## src/rtl/microwave_timer_ctrl_if.sv

```systemverilog
// Key-entry, control and display bundle between the keypad/prescaler side and the timer controller.
// TIMER_DOOR_EN adds the door_open switch input.
interface microwave_timer_ctrl_if;
    logic [3:0] digit;
    logic       loadn;
    logic       start;
    logic       stop;
    logic       clear;
    logic       tick;
`ifdef TIMER_DOOR_EN
    logic       door_open;
`endif
    logic [3:0] min_tens;
    logic [3:0] min_ones;
    logic [3:0] sec_tens;
    logic [3:0] sec_ones;
    logic       running;
    logic       zero;
    logic       done;

`ifdef TIMER_DOOR_EN
    modport master (
        output digit, loadn, start, stop, clear, tick, door_open,
        input  min_tens, min_ones, sec_tens, sec_ones, running, zero, done
    );
    modport slave (
        input  digit, loadn, start, stop, clear, tick, door_open,
        output min_tens, min_ones, sec_tens, sec_ones, running, zero, done
    );
`else
    modport master (
        output digit, loadn, start, stop, clear, tick,
        input  min_tens, min_ones, sec_tens, sec_ones, running, zero, done
    );
    modport slave (
        input  digit, loadn, start, stop, clear, tick,
        output min_tens, min_ones, sec_tens, sec_ones, running, zero, done
    );
`endif
endinterface

```

## src/rtl/microwave_timer_ctrl.sv

```systemverilog
// BCD MM:SS digit-entry and countdown controller for the microwave timer.
// Define TIMER_DOOR_EN to enable the door_open interlock.
module microwave_timer_ctrl (
    input  logic                   clk,
    input  logic                   rstn,
    microwave_timer_ctrl_if.slave  bus
);
    localparam logic [1:0] ST_ENTRY = 2'd0;
    localparam logic [1:0] ST_RUN   = 2'd1;
    localparam logic [1:0] ST_PAUSE = 2'd2;
    localparam logic [1:0] ST_DONE  = 2'd3;

    logic [1:0] state_q, state_d;
    logic [3:0] min_tens_q, min_tens_d;
    logic [3:0] min_ones_q, min_ones_d;
    logic [3:0] sec_tens_q, sec_tens_d;
    logic [3:0] sec_ones_q, sec_ones_d;
    logic       loadn_q;
    logic       running_q;
    logic       done_q, done_d;

    logic       zero_w;
    logic       press;
    logic       door;
    logic       start_ok;
    logic [3:0] dec_mt, dec_mo, dec_st, dec_so;
    logic       dec_zero;

`ifdef TIMER_DOOR_EN
    assign door = bus.door_open;
`else
    assign door = 1'b0;
`endif

    assign zero_w   = (min_tens_q == 4'd0) && (min_ones_q == 4'd0) &&
                      (sec_tens_q == 4'd0) && (sec_ones_q == 4'd0);
    assign press    = ~bus.loadn & loadn_q;
    assign start_ok = bus.start & ~door;

    // One-second decrement; seconds tens may legitimately hold 6..9 after entry.
    always_comb begin
        dec_mt = min_tens_q;
        dec_mo = min_ones_q;
        dec_st = sec_tens_q;
        dec_so = sec_ones_q;
        if (sec_ones_q != 4'd0) begin
            dec_so = sec_ones_q - 4'd1;
        end else if (sec_tens_q != 4'd0) begin
            dec_st = sec_tens_q - 4'd1;
            dec_so = 4'd9;
        end else if ((min_ones_q != 4'd0) || (min_tens_q != 4'd0)) begin
            dec_st = 4'd5;
            dec_so = 4'd9;
            if (min_ones_q != 4'd0) begin
                dec_mo = min_ones_q - 4'd1;
            end else begin
                dec_mo = 4'd9;
                dec_mt = min_tens_q - 4'd1;
            end
        end
        dec_zero = (dec_mt == 4'd0) && (dec_mo == 4'd0) &&
                   (dec_st == 4'd0) && (dec_so == 4'd0);
    end

    always_comb begin
        state_d    = state_q;
        min_tens_d = min_tens_q;
        min_ones_d = min_ones_q;
        sec_tens_d = sec_tens_q;
        sec_ones_d = sec_ones_q;
        done_d     = 1'b0;
        if (bus.clear) begin
            state_d    = ST_ENTRY;
            min_tens_d = 4'd0;
            min_ones_d = 4'd0;
            sec_tens_d = 4'd0;
            sec_ones_d = 4'd0;
        end else if (door && (state_q == ST_RUN)) begin
            state_d = ST_PAUSE;
        end else begin
            case (state_q)
                ST_ENTRY: begin
                    if (start_ok && !zero_w) begin
                        state_d = ST_RUN;
                    end else if (press && (bus.digit <= 4'd9)) begin
                        min_tens_d = min_ones_q;
                        min_ones_d = sec_tens_q;
                        sec_tens_d = sec_ones_q;
                        sec_ones_d = bus.digit;
                    end
                end
                ST_RUN: begin
                    // stop wins over a coincident tick, so the tick is lost.
                    if (bus.stop) begin
                        state_d = ST_PAUSE;
                    end else if (bus.tick) begin
                        min_tens_d = dec_mt;
                        min_ones_d = dec_mo;
                        sec_tens_d = dec_st;
                        sec_ones_d = dec_so;
                        if (dec_zero) begin
                            state_d = ST_DONE;
                            done_d  = 1'b1;
                        end
                    end
                end
                ST_PAUSE: begin
                    if (start_ok) state_d = ST_RUN;
                end
                default: ;
            endcase
        end
    end

    always_ff @(posedge clk or negedge rstn) begin
        if (!rstn) begin
            state_q    <= ST_ENTRY;
            min_tens_q <= 4'd0;
            min_ones_q <= 4'd0;
            sec_tens_q <= 4'd0;
            sec_ones_q <= 4'd0;
            loadn_q    <= 1'b1;
            running_q  <= 1'b0;
            done_q     <= 1'b0;
        end else begin
            state_q    <= state_d;
            min_tens_q <= min_tens_d;
            min_ones_q <= min_ones_d;
            sec_tens_q <= sec_tens_d;
            sec_ones_q <= sec_ones_d;
            loadn_q    <= bus.loadn;
            running_q  <= (state_d == ST_RUN);
            done_q     <= done_d;
        end
    end

    assign bus.min_tens = min_tens_q;
    assign bus.min_ones = min_ones_q;
    assign bus.sec_tens = sec_tens_q;
    assign bus.sec_ones = sec_ones_q;
    assign bus.running  = running_q;
    assign bus.zero     = zero_w;
    assign bus.done     = done_q;
endmodule

```

## src/flat_wrapper.sv

```systemverilog
// flat-port wrapper written by rule: the top's interface ports become plain ports
module microwave_timer_ctrl_flat 
  (clk, rstn, bus_digit, bus_loadn, bus_start, bus_stop, bus_clear, bus_tick, bus_min_tens, bus_min_ones, bus_sec_tens, bus_sec_ones, bus_running, bus_zero, bus_done);
  microwave_timer_ctrl_if bus_i ();
  input  logic clk;
  input  logic rstn;
  input wire logic [$bits(bus_i.digit)-1:0] bus_digit;
  input wire logic [$bits(bus_i.loadn)-1:0] bus_loadn;
  input wire logic [$bits(bus_i.start)-1:0] bus_start;
  input wire logic [$bits(bus_i.stop)-1:0] bus_stop;
  input wire logic [$bits(bus_i.clear)-1:0] bus_clear;
  input wire logic [$bits(bus_i.tick)-1:0] bus_tick;
  output wire logic [$bits(bus_i.min_tens)-1:0] bus_min_tens;
  output wire logic [$bits(bus_i.min_ones)-1:0] bus_min_ones;
  output wire logic [$bits(bus_i.sec_tens)-1:0] bus_sec_tens;
  output wire logic [$bits(bus_i.sec_ones)-1:0] bus_sec_ones;
  output wire logic [$bits(bus_i.running)-1:0] bus_running;
  output wire logic [$bits(bus_i.zero)-1:0] bus_zero;
  output wire logic [$bits(bus_i.done)-1:0] bus_done;
  assign bus_i.digit = bus_digit;
  assign bus_i.loadn = bus_loadn;
  assign bus_i.start = bus_start;
  assign bus_i.stop = bus_stop;
  assign bus_i.clear = bus_clear;
  assign bus_i.tick = bus_tick;
  assign bus_min_tens = bus_i.min_tens;
  assign bus_min_ones = bus_i.min_ones;
  assign bus_sec_tens = bus_i.sec_tens;
  assign bus_sec_ones = bus_i.sec_ones;
  assign bus_running = bus_i.running;
  assign bus_zero = bus_i.zero;
  assign bus_done = bus_i.done;
  microwave_timer_ctrl u_core (.clk(clk), .rstn(rstn), .bus(bus_i));
endmodule
```

## config.mk

```make
export PLATFORM = sky130hd
export DESIGN_NAME = microwave_timer_ctrl_flat
export DESIGN_NICKNAME = d
export VERILOG_FILES = /design/src/rtl/microwave_timer_ctrl_if.sv /design/src/rtl/microwave_timer_ctrl.sv /design/src/flat_wrapper.sv
export SDC_FILE = /design/constraint.sdc
export NUM_CORES = 1
export LEC_CHECK = 0
export CAP_MARGIN = 20
export CELL_PAD_IN_SITES_DETAIL_PLACEMENT = 1
export CELL_PAD_IN_SITES_GLOBAL_PLACEMENT = 2
export CORE_ASPECT_RATIO = 1.5
export CORE_MARGIN = 5
export CORE_UTILIZATION = 28
export CTS_CLUSTER_DIAMETER = 120
export CTS_CLUSTER_SIZE = 16
export DETAILED_ROUTE_END_ITERATION = 10
export HOLD_SLACK_MARGIN = 0.05
export PLACE_DENSITY_LB_ADDON = 0.1
export SYNTH_ARGS = -nofsm -noshare
export SYNTH_HDL_FRONTEND = slang
export SYNTH_SLANG_ARGS = --single-unit
export TNS_END_PERCENT = 1
```

## constraint.sdc

```tcl
create_clock -name clk -period 2.3 [get_ports clk]
set_input_delay 0.46 -clock clk [delete_from_list [all_inputs] [get_ports clk]]
set_output_delay 0.46 -clock clk [all_outputs]
set_load 0.01 [all_outputs]
```

==> metrics.yaml, run 1 <==
logic_synthesis:
  yosysSeqAreaShare_pct: 31.8
  synth.most_common_cell: "nand2_1"
  synthArstFlopShare_pct: 100
  syn_inst: 198
  yosys-top-cells-area: "dfrtp_1, nand2_1, a21oi_1, o211ai_1, nor2_1"
  yosys.area.top_type: "dfrtp_1"
  synth_top_area_share_pct: 30.2
  netlist_area_sq_um: 1660
  synth-seq-cells: 21
  synth_enable_flop_cells: 0
  syn_avg_cell_area_sq_um: 8.37
  ys_warn_count: 0
  synth_ff_type: "dfrtp_1"
  ys_top_cells_by_count: "nand2_1, dfrtp_1, nor2_1, a21oi_1, inv_1"
  syn_nets: 214
  synth.distinct_cells: 54
sta:
  slew-limit-headroom_pct: 63.4
  rsz0062_at_grt: "true"
  fin_crit_ps: 2370
  finalSetupViolCount: 10
  finalHoldViolations: 0
  fin_skew_ps: 1.91
  max_freq_mhz: 422
  finalCritPeriodShare_pct: 103
  setup_ws_ps: -68.0
  tightestPinTransition_ps: 549
  final-max-slew-violation-count: 0
pwr:
  net-switching-power_mw: 1.37
  power.density_nw_per_um2: 1210
  clock_power_share_pct: 9.1
  p_sw_share_pct: 45.5
  p_leak_nw: 1.04
  seq_power_share_pct: 17.2
  power.total_mw: 3.02
  max-vdd-ir-drop_mv: 0.563
  p_comb_share_pct: 73.7
  intPower_mw: 1.65
final_layout:
  stdcell_count: 336
  syn_to_final_growth_pct: 50.5
  n_antenna_cell: 0
  final_cell_area_sq_um: 2490
  layout-drive-gt1-share_pct: 32.2
  ff_latch_area_sq_um: 527
  fin_nets: 281
  multi_input_area_sq_um: 1080
  fillers: 717
clock_network:
  cts-root-buf: "clkbuf_8"
  clock_path_buffers: 2
  cts_buffers: 3
  cts.clk_slew.worst_paths_ps: 90
  clock_sinks: 21
  clock_latency_ps: 280
  htree_levels: 1
  tritoncts: "built"
placement:
  placed_area_sq_um: 2280
  io_buffers: 29
  dp_hpwl_mm: 5.02
  place_inst: 324
  gp_congestion: 0.878
critical_path:
  slowest_delay_ps: 440
  crit_chain: "inv_2 -> ha_4 -> nor3b_4 -> nand4_4 -> buf_6 -> a221o_2 -> buf_12 -> buf_4 -> a21oi_1 -> a221oi_1"
  cp_max_fo: 5
  cp_top_family: "compound AO/OA/AOI/OAI gates"
  endpoint_kind: "register"
  cp_num_buf_inv: 4
  arrival_ps: 2520
  crit_type: "register to register"
  worstSetupStartpointType: "register"
  cp.required_ps: 2450
  cp_slowest_cell: "a221o_2"
global_route:
  grt_pass1_vias: 2010
  grt.total_usage_pct: 18.2
  grt.overflow.total: 0
  grt_pass1_wl_mm: 10.8
  grt_max_degree: 23
  antenna_found_initial: 0
floorplanning:
  die_h_um: 104
  dieWidth_um: 72.8
  rows: 34
  core_sq_um: 5790
  io_pins: 30
  dieArea_sq_um: 7590
  start_util_pct: 28.6
worst_hold_path:
  hold_path.class: "input port to async pin"
routing:
  dr_total_vias: 1826
  drc_errors: 0
  dr.first_iter.drc_count: 82
  avgViaCountPerCell: 5.43
  dr.pass1.iters: 4
  drtAntennaViolNets: 0
  routedWlPerCell_um: 20.6
  routed_wl_mm: 6.94
status:
  violations: "setup timing"
  outcome: "finished, violations left"
job:
  maxCapViolations: 0
power by group through the flow:
stage / combinational, mW / clock (mW) / sequential [mW]
after floorplan: 1.10 / 0 / 0.515
after detailed placement: 1.97 / 0 / 0.520
after global placement: 1.94 / 0 / 0.515
after CTS: 2.07 / 0.285 / 0.519
final: 2.22 / 0.275 / 0.520
after global routing: 2.40 / 0.299 / 0.533
flip-flops by register name, indices dropped and copies added, names as in the netlist:
signal / cells
u_core.bus.min_ones: 4
u_core.bus.min_tens: 4
u_core.bus.sec_ones: 4
u_core.bus.sec_tens: 4
u_core.state_q: 2
u_core.bus.done: 1
u_core.bus.running: 1
u_core.loadn_q: 1
timing repair:
| item | CTS | global route |
|---|---|---|
| hold buffers | 0 | 0 |
| pin swaps | 6 | 10 |
| setup endpoints to repair | 18 | 20 |
| gates resized for setup | 11 | 18 |
| cloned | 0 | 1 |
| buffers inserted | 1 | 6 |
kinds of logic (layout without fill, tap and decap cells):
kind of cell	Yosys count	count (layout)	synth area share, %
simple gates	79	79	27.6
compound gates	58	58	25.2
buf+inv	29	95	7.85
flops	21	21	31.8
mux	6	6	3.70
fa+ha+maj	5	5	3.78
final timing paths:
check | startpoint | slack, ps | end | depth (start not counted)
setup / recovery | u_core.bus.sec_ones[1]$_DFFE_PN0P_ | -70 | u_core.bus.sec_tens[0]$_DFFE_PN0P_ | 10
hold / removal | rstn | 480 | u_core.bus.sec_ones[0]$_DFFE_PN0P_ | 1
setup reg to reg | u_core.bus.sec_ones[1]$_DFFE_PN0P_ | -70 | u_core.bus.sec_tens[0]$_DFFE_PN0P_ | 10
hold reg to reg | u_core.bus.min_tens[3]$_DFFE_PN0P_ | 650 | u_core.bus.min_tens[3]$_DFFE_PN0P_ | 2
max in group asynchronous | rstn | 1250 | u_core.bus.min_tens[0]$_DFFE_PN0P_ | 2
min in group clk | bus_loadn | 610 | u_core.loadn_q$_DFF_PN1_ | 1
layout make-up:
cell class,instances,area share (%)
tap,72,3.61
sequential,21,21.1
timing repair buffer,78,28.0
clock buffer,4,1.81
inverter,13,1.96
multi-input combinational,148,43.5
cells in the final DEF, fill, tap and decap left out, types with 5 or more instances in the layout:
cell type / Yosys / layout
nand3_1: 5 / 5
nand2_1: 21 / 20
a21oi_2: 1 / 7
nor3_1: 6 / 6
o21ai_0: 6 / 6
a211o_1: 5 / 5
inv_2: 0 / 5
a21oi_1: 15 / 9
buf_4: 1 / 44
mux2i_1: 5 / 5
clkdlybuf4s50_1: 0 / 28
nand2b_1: 5 / 5
nor2_1: 17 / 17
o211ai_1: 9 / 9
dfrtp_1: 20 / 20
inv_1: 13 / 8
nand4_1: 5 / 5
through the flow:
| step | TNS (ps) | utilization, % | hold slack [ps] | setup slack [ps] |
|---|---|---|---|---|
| after detailed placement | -555 | 39.4 | 610 | -122 |
| final | -299 | 43.1 | 483 | -68.0 |
| after global placement | -97.1 | 39.4 | 588 | -28.4 |
| after CTS | -51.1 | 41.0 | 499 | -32.4 |
| after floorplan | 0 | - | 164 | 3.10 |
| after global routing | -1880 | 43.1 | 525 | -190 |
per-layer routing:
layer / GRT usage, % / up-vias / wire length (um)
li1: - / 860 / -
met1: 22.2 / 923 / 2840
met2: 32.4 / 34 / 3710
met3: 1.93 / 9 / 221
met4: 6.07 / 0 / 163
met5: 0 / - / 0
Power figures use the tool's default switching activity.
==> run 2, diff against run 1 <==
HOLD_SLACK_MARGIN = unset   (was 0.05)
SETUP_SLACK_MARGIN = 0.05   (was unset)
==> run 2 against run 1 <==
The flow now finishes without violations. Sequential share of layout area is 0.81 points higher. Critical path depth down 1. Combinational power fell by 5%. Wire length decreased by 10%. Via count shrank 2.8%. Cell count down 2.1%. Non-clock buffer count decreased by 7. Die area unchanged. Flip-flop and latch count is the same. Critical path type unchanged.
==> metrics.yaml, run 2 (same netlist as run 1, synthesis figures left out) <==
critical_path:
  rr_startpoint: "u_core.bus.sec_ones[0]$_DFFE_PN0P_"
  cp_slowest_cell: "dfrtp_1"
  endpoint_kind: "register"
  slowest_delay_ps: 410  # -30 ps
  worstSetupStartpointType: "register"
  crit_chain: "inv_2 -> ha_4 -> nor3b_4 -> nand4_4 -> buf_6 -> a221o_1 -> buf_12 -> a311o_1 -> a21oi_1"
  arrival_ps: 2440  # -80 ps
  cp_max_fo: 22  # +17
  startpoint: "u_core.bus.sec_ones[0]$_DFFE_PN0P_"
  crit_type: "register to register"
  cp.required_ps: 2500  # +50 ps
sta:
  final-max-slew-violation-count: 0  # unchanged
  finalSetupViolCount: 0  # -10
  rsz0062_at_grt: "true"
  fin_skew_ps: 2.79  # +0.886 ps
  tightestPinTransition_ps: 479  # -70.2 ps
  slew-limit-headroom_pct: 68.1  # +4.7 points
  finalCritPeriodShare_pct: 97.5  # -5.4 points
  max_freq_mhz: 446  # +5.5%
  finalHoldViolations: 0  # unchanged
  fin_crit_ps: 2240  # -124 ps
placement:
  io_buffers: 29  # unchanged
  dp_hpwl_mm: 4.64  # -7.6%
  placed_area_sq_um: 2270  # -0.49%
  gp_congestion: 0.887  # +1.0%
pwr:
  power.total_mw: 2.89  # -4.4%
  power.density_nw_per_um2: 1200  # -1.0%
  max-vdd-ir-drop_mv: 0.563  # +0.13%
  p_leak_nw: 1.00  # -3.6%
routing:
  dr_total_vias: 1775  # -2.8%
  avgViaCountPerCell: 5.40  # -0.72%
  drtAntennaViolNets: 0  # unchanged
  dr.first_iter.drc_count: 132  # +61%
  routed_wl_mm: 6.24  # -10%
  drc_errors: 0  # unchanged
  routedWlPerCell_um: 19.0  # -8.1%
  dr.pass1.iters: 4  # unchanged
clock_network:
  clock_sinks: 21  # unchanged
  cts.clk_slew.worst_paths_ps: 90  # about the same
  tritoncts: "built"
  htree_levels: 1  # unchanged
  cts-root-buf: "clkbuf_8"
  clock_path_buffers: 2  # unchanged
  cts_buffers: 3  # unchanged
  clock_latency_ps: 270  # about the same
global_route:
  grt.overflow.total: 0  # unchanged
  grt_pass1_wl_mm: 10.4  # -2.8%
  antenna_found_initial: 0  # unchanged
  grt_max_degree: 23  # unchanged
  grt.total_usage_pct: 17.4  # -0.82 points
  grt_pass1_vias: 1932  # -3.9%
final_layout:
  syn_to_final_growth_pct: 45.2
  final_common_cell: "buf_4"
  layout-drive-gt1-share_pct: 28.4  # -3.8 points
  layout_common_cells: "buf_4, clkdlybuf4s50_1, nand2_1"
  final_cell_area_sq_um: 2410  # -3.5%
  n_antenna_cell: 0  # unchanged
  fin_nets: 274  # -2.5%
floorplanning:
  io_pins: 30  # unchanged
  start_util_pct: 28.6  # unchanged
  core_sq_um: 5790  # unchanged
  dieArea_sq_um: 7590  # unchanged
  die_h_um: 104  # unchanged
  dieWidth_um: 72.8  # unchanged
  rows: 34  # unchanged
job:
  maxCapViolations: 0  # unchanged
status:
  outcome: "complete, no violations"
worst_hold_path:
  hold_path.class: "input port to async pin"
-- run 2: cell types whose count changed in the layout (fill, tap and decap cells not counted), moves of 2 or more --
cell / delta
buf_4: -4
o21ai_0: -2
o21ai_1: +2
a21oi_1: +6
a21oi_2: -6
-- run 2: final cells by class --
| class | instances | area, sq um |
|---|---|---|
| clock buffer | 4 | 45.0 |
| fill | 721 | 3380 |
| inverter | 13 | 48.8 |
| multi-input combinational | 148 | 1070 |
| sequential | 21 | 528 |
| tap | 72 | 90.1 |
| timing repair buffer | 71 | 622 |
-- run 2: power breakdown --
| group | leakage, nW | internal (mW) | total, mW | switching, mW |
|---|---|---|---|---|
| Sequential | 0.285 | 0.431 | 0.523 | 0.0916 |
| Combinational | 0.696 | 1.01 | 2.10 | 1.08 |
| Clock | 0.0228 | 0.124 | 0.265 | 0.141 |
| Total | 1.00 | 1.57 | 2.89 | 1.32 |
-- run 2: final timing paths --
check / slack (ps) / to / depth (start not counted)
max in group asynchronous: 1470 / u_core.loadn_q$_DFF_PN1_ / 2
worst max register to register: 60 / u_core.bus.min_ones[0]$_DFFE_PN0P_ / 9
worst min-delay path: 540 / u_core.bus.sec_ones[1]$_DFFE_PN0P_ / 2
worst min register to register: 630 / u_core.bus.min_tens[3]$_DFFE_PN0P_ / 2
worst max-delay path: 60 / u_core.bus.min_ones[0]$_DFFE_PN0P_ / 9
min in group clk: 630 / u_core.loadn_q$_DFF_PN1_ / 1
-- run 2: timing repair --
action | CTS | global route
pin swaps | 6 | 10
endpoints found under the setup margin | 12 | 20
gates cloned | 0 | 0
buffers inserted | 2 | 3
resized for setup | 11 | 9
hold buffers | 0 | 0
-- run 2: critical path: cells and delay by family (launching register included) --
kind            cells  cell delay [ps]
flops               1              410
buf+inv             3              420
simple gates        2              440
compound gates      3              740
fa+ha+maj           1              150
-- run 2: stage by stage --
| step | setup slack [ps] | hold slack (ps) | setup TNS (ps) | utilization, % | cells |
|---|---|---|---|---|---|
| detailed placement | -137 | 605 | -1110 | 39.2 | 321 |
| finish | 56.4 | 542 | 0 | 41.6 | 329 |
| global placement | -28.7 | 589 | -81.5 | 39.2 | 321 |
| floorplan | 47.9 | 164 | 0 | - | 198 |
| global route | -58.1 | 583 | -254 | 41.6 | 329 |
| CTS | -30.0 | 555 | -58.3 | 40.8 | 327 |
-- run 2: per-layer routing --
layer / vias to the layer above / share of wire [%] / wire [um] / track usage, %
li1: 844 / - / - / -
met2: 26 / 53 / 3320 / 30.8
met3: 7 / 2.0 / 122 / 1.55
met4: 0 / 1.5 / 93 / 4.49
met1: 898 / 43 / 2710 / 22.1
met5: - / 0 / 0 / 0
